$ cat src/rtl/mult_arbiter.sv
// Arbitrates N_REQ requesters onto one sequential multiplier and returns the product with a watchdog.
// Define MULT_ARB_RR_EN for round-robin arbitration; otherwise the lowest index wins.
module mult_arbiter #(
    parameter int N_REQ   = 4,
    parameter int WIDTH   = 8,
    parameter int TIMEOUT = 64
) (
    input  logic                       clk,
    input  logic                       rst,
    input  logic [N_REQ-1:0]           req_valid,
    input  logic [N_REQ*WIDTH-1:0]     req_a,
    input  logic [N_REQ*WIDTH-1:0]     req_b,
    output logic [N_REQ-1:0]           req_ready,
    output logic                       mult_valid,
    output logic [WIDTH-1:0]           mult_a,
    output logic [WIDTH-1:0]           mult_b,
    input  logic                       mult_done,
    input  logic [2*WIDTH-1:0]         mult_p,
    output logic                       resp_valid,
    input  logic                       resp_ready,
    output logic [$clog2(N_REQ)-1:0]   resp_id,
    output logic [2*WIDTH-1:0]         resp_p,
    output logic                       resp_err,
    output logic                       busy
);
    localparam int IDW = $clog2(N_REQ);
    localparam int CW  = $clog2(TIMEOUT);

    typedef enum logic [1:0] {
        ST_IDLE,
        ST_LAUNCH,
        ST_WAIT,
        ST_RESP
    } state_t;

    state_t           state;
    logic [CW-1:0]    wd_count;
    logic [IDW-1:0]   winner;
    logic             found;
    logic [WIDTH-1:0] a_arr [N_REQ];
    logic [WIDTH-1:0] b_arr [N_REQ];

    generate
        for (genvar gi = 0; gi < N_REQ; gi++) begin : g_slice
            assign a_arr[gi] = req_a[gi*WIDTH +: WIDTH];
            assign b_arr[gi] = req_b[gi*WIDTH +: WIDTH];
        end
    endgenerate

`ifdef MULT_ARB_RR_EN
    logic [IDW-1:0] rr_ptr;
    logic [IDW:0]   rr_sum;
`endif
    logic [IDW-1:0] idx;

    // First pending requester in search order, starting at the pointer in round-robin mode
    always_comb begin
        winner = '0;
        found  = 1'b0;
        idx    = '0;
`ifdef MULT_ARB_RR_EN
        rr_sum = '0;
`endif
        for (int k = 0; k < N_REQ; k++) begin
`ifdef MULT_ARB_RR_EN
            rr_sum = {1'b0, rr_ptr} + (IDW+1)'(k);
            if (rr_sum >= (IDW+1)'(N_REQ))
                rr_sum = rr_sum - (IDW+1)'(N_REQ);
            idx = rr_sum[IDW-1:0];
`else
            idx = IDW'(k);
`endif
            if (!found && req_valid[idx]) begin
                found  = 1'b1;
                winner = idx;
            end
        end
    end

    always_comb begin
        req_ready = '0;
        if (state == ST_IDLE && found && !rst)
            req_ready[winner] = 1'b1;
    end

    always_ff @(posedge clk or posedge rst) begin
        if (rst) begin
            state      <= ST_IDLE;
            wd_count   <= '0;
            mult_valid <= 1'b0;
            mult_a     <= '0;
            mult_b     <= '0;
            resp_valid <= 1'b0;
            resp_id    <= '0;
            resp_p     <= '0;
            resp_err   <= 1'b0;
            busy       <= 1'b0;
`ifdef MULT_ARB_RR_EN
            rr_ptr     <= '0;
`endif
        end else begin
            case (state)
                ST_IDLE: begin
                    if (found) begin
                        mult_a     <= a_arr[winner];
                        mult_b     <= b_arr[winner];
                        resp_id    <= winner;
                        mult_valid <= 1'b1;
                        busy       <= 1'b1;
                        state      <= ST_LAUNCH;
`ifdef MULT_ARB_RR_EN
                        rr_ptr     <= (winner == IDW'(N_REQ-1)) ? '0 : winner + 1'b1;
`endif
                    end
                end
                ST_LAUNCH: begin
                    mult_valid <= 1'b0;
                    wd_count   <= '0;
                    state      <= ST_WAIT;
                end
                ST_WAIT: begin
                    // A done arriving on the last watchdog cycle still wins over the abort
                    if (mult_done) begin
                        resp_p     <= mult_p;
                        resp_err   <= 1'b0;
                        resp_valid <= 1'b1;
                        state      <= ST_RESP;
                    end else if (wd_count == CW'(TIMEOUT-1)) begin
                        resp_p     <= '0;
                        resp_err   <= 1'b1;
                        resp_valid <= 1'b1;
                        state      <= ST_RESP;
                    end else begin
                        wd_count <= wd_count + 1'b1;
                    end
                end
                ST_RESP: begin
                    if (resp_ready) begin
                        resp_valid <= 1'b0;
                        busy       <= 1'b0;
                        state      <= ST_IDLE;
                    end
                end
                default: state <= ST_IDLE;
            endcase
        end
    end
endmodule

$ cat config.mk
export PLATFORM = sky130hd
export DESIGN_NAME = mult_arbiter
export DESIGN_NICKNAME = d
export VERILOG_FILES = /design/src/rtl/mult_arbiter.sv
export SDC_FILE = /design/constraint.sdc
export NUM_CORES = 1
export LEC_CHECK = 0
export ABC_AREA = 1
export BUFFER_PORTS_ARGS = -buffer_cell sky130_fd_sc_hd__buf_4
export CORE_MARGIN = 2
export CORE_UTILIZATION = 42
export CTS_CLUSTER_DIAMETER = 40
export DETAILED_ROUTE_END_ITERATION = 7
export PLACE_DENSITY_LB_ADDON = 0.05
export SLEW_MARGIN = 20
export SYNTH_ARGS = -nofsm -noshare
export SYNTH_HDL_FRONTEND = slang
export SYNTH_SLANG_ARGS = --single-unit
$ cat constraint.sdc
create_clock -name clk -period 1.6 [get_ports clk]
set_clock_uncertainty 0.2 [all_clocks]
set_input_delay 0.16 -clock clk [delete_from_list [all_inputs] [get_ports clk]]
set_output_delay 0.16 -clock clk [all_outputs]
set_load 0.01 [all_outputs]
==> flow_metrics.tcl <==
set metrics [dict create \
    slew_viol_final 0 \
    diodes 0 \
    die_w_microns 83.0 \
    worst_pin_slew_ps 449 \
    p_sw_mw 2.59 \
    leakage_nw 2.50 \
    hpwl_microns 5960 \
    syn_avg_cell_area_sq_um 7.24 \
    utilization_pct 78.7 \
    grt_pass1_vias 3223 \
    synth_cell_types 29 \
    critPathMaxStageDelay_ps 410 \
    core-area_sq_mm 0.00599 \
    vias 3123 \
    grt_max_degree 30 \
    cts-buffers-inserted 5 \
    violations "negative setup slack" \
    rows 28 \
    syn-instance-count 362 \
    clkSinkCount 46 \
    ys_seq_area_share_pct 43.9 \
    power_frac_clock_pct 12.0 \
    yosys_warnings 0 \
    die-area_sq_mm 0.00689 \
    drtAntennaViolNets 0 \
    hold_viol 0 \
    start_util_pct 43.8 \
    cp-end-kind "primary output" \
    cpMostUsedCell "inv_2" \
    fin_crit_sh_pct 108 \
    drv_cap 0 \
    synthTopCellsByArea "dfrtp_1, nand2_1, nand3_1, inv_1, nor2_1" \
    syn_nets 456 \
    status "finished with violations" \
    overflow 0 \
    path_cells "inv_2 -> ha_4 -> nand2_4 -> nor2_4 -> inv_2 -> nor2_2 -> buf_4" \
    nFillCells 438 \
    rsz0062_at_grt "true" \
    grt.total_usage_pct 26.1 \
    cts_tree "yes" \
    crit_slowest_cell "dfrtp_1" \
    area_growth_pct 79.7 \
    multi_input_area_sq_mm 0.00141 \
    critPathKind "flop to primary output" \
    hold_ws_ps 7.17 \
    htreeDepth 2 \
    p_per_area_mw_per_mm2 1390 \
    insertion_delay_ps 300 \
    port_buffers 129 \
    grt_pass1_wl_microns 15100 \
    setup_viol_count_final 42 \
    gp_congestion 0.808 \
    switching_share_pct 39.7 \
    max-slew-margin-rel_pct 70.0 \
    cts_root_buf "clkbuf_8" \
    intPower_mw 3.94 \
    drive_gt1_share_pct 39.4 \
    drc 0 \
    layout.nets 666 \
    synth_top_area_cell "dfrtp_1" \
    cts.clk_slew.worst_paths_ps 100 \
    regArea_sq_mm 0.00115 \
    synth_top_area_share_pct 43.9 \
    critPathMaxFanout 3 \
    arrival_ps 1370 \
    start_kind "flop" \
    timing.final.ws_setup_ps -133 \
    grt_antenna_before_repair 0 \
    required_ps 1240 \
    pin_count 130 \
    min_period_ps 1730 \
    hold_path_class "input port to flop" \
    first_pass_iters 4 \
    fmax_mhz 577 \
    pwr-share-comb_pct 57.4 \
    pwr-share-seq_pct 30.6 \
    wl_microns 9100 \
    clockBufferDepth 2 \
    synth_seq_cells 46 \
    routed_via_density 4.82 \
    netlist_area_sq_mm 0.00262 \
    wire_per_inst_microns 14.0 \
    dieHeight_microns 83.0 \
    ir_drop_mv 1.07 \
    drt_iter0_drc 129 \
]
-- timing repair --
item	in CTS	in global routing
hold buffers	45	0
buffers inserted	6	5
pin swaps	7	14
gates resized for setup	23	33
endpoints found under the hold margin	49	0
cloned	1	3
endpoints found under the setup margin	29	45
-- logic make-up after synthesis --
logic type,Yosys count,synth area share (%)
and+or+nand+nor,236,40.0
buffers and inverters,50,8.21
DFF,46,43.9
AOI/OAI and AO/OA,23,4.72
adders and majority gates,6,2.86
xor gates and xnor gates,1,0.334
-- power by group through the flow --
stage                     Clock (mW)  Combinational (mW)  Sequential (mW)
after floorplan                    0                1.37             2.20
after global placement             0                3.00             1.99
after detailed placement           0                3.08             2.01
after CTS                      0.803                3.41             1.99
after global routing           0.847                4.11             2.06
final                          0.785                3.75             2.00
-- metal layers --
layer | wire length, microns | global-route usage [%]
met1 | 3650 | 31.4
met2 | 4760 | 48.5
met3 | 543 | 4.77
met4 | 143 | 5.07
met5 | 0 | 0
-- path summary, 6_finish.rpt --
path	startpoint	end	slack, ps	cells after the start
setup reg to reg	state[0]	state[0]	-110	10
setup / recovery	state[0]	req_ready[0]	-130	7
max in group asynchronous	rst	mult_a[1]	450	4
min in group asynchronous	rst	resp_id[0]	240	3
hold reg to reg	resp_p[0]	resp_p[0]	310	2
hold / removal	req_a[30]	mult_a[6]	7	5
-- critical path, delay by kind of cell (launching register included) --
kind | cells | cell delay, ps
fa+ha+maj | 1 | 150
buf+inv | 3 | 270
flops | 1 | 410
simple gates | 3 | 240
-- cells in the final DEF, fill, tap and decap left out, types with 3 or more instances in the layout --
cell type | Yosys | routed
buf_4 | 2 | 155
nand2_1 | 126 | 121
nand3_1 | 56 | 50
dfrtp_1 | 46 | 46
dlygate4sd3_1 | 0 | 45
inv_1 | 32 | 25
nor2_1 | 29 | 21
or2_0 | 12 | 12
a21oi_1 | 12 | 11
inv_2 | 5 | 10
buf_6 | 2 | 9
nand3_2 | 2 | 7
nor2_2 | 0 | 6
o21ai_1 | 2 | 5
clkbuf_8 | 0 | 5
nand2_4 | 1 | 4
inv_4 | 0 | 3
nor2_4 | 1 | 3
o21ai_0 | 6 | 3
ha_2 | 0 | 3
inv_6 | 0 | 3
-- registers in the layout, summed over array words and instances (netlist names) --
signal      cells
busy            1
mult_a          8
mult_b          8
mult_valid      1
resp_err        1
resp_id         2
resp_p         16
resp_valid      1
state           2
wd_count        6
-- metrics by stage --
step / setup WS (ps) / instance area (sq um) / power (mW) / cells / TNS (ps)
after detailed placement: -67.2 / 3860 / 5.08 / 581 / -233
after global routing: -213 / 4710 / 7.01 / 648 / -5530
after CTS: -131 / 4540 / 6.20 / 641 / -484
final: -133 / 4710 / 6.54 / 648 / -2230
after floorplan: 12.0 / 2650 / 3.57 / 362 / 0
after global placement: 16.1 / 3860 / 4.99 / 581 / 0
-- cells in the mapped netlist, drive strengths merged --
master / instances
a21oi: 12
a31oi: 1
buf: 10
clkbuf: 2
clkinv: 1
dfrtp: 46
ha: 6
inv: 37
nand2: 128
nand3: 58
nand4: 2
nor2: 31
nor3: 1
o21ai: 10
or2: 16
xor2: 1
-- area by class of cell --
type                            count  area share [%]
Timing Repair Buffer              214            38.2
Multi-Input combinational cell    266            29.9
Sequential cell                    46            24.4
Inverter                           38            3.29
Tap cell                           75            1.99
Clock buffer                        5            1.46
Clock inverter                      3           0.557
Timing Repair inverter              1           0.133
(Power assumes the default switching activity.)
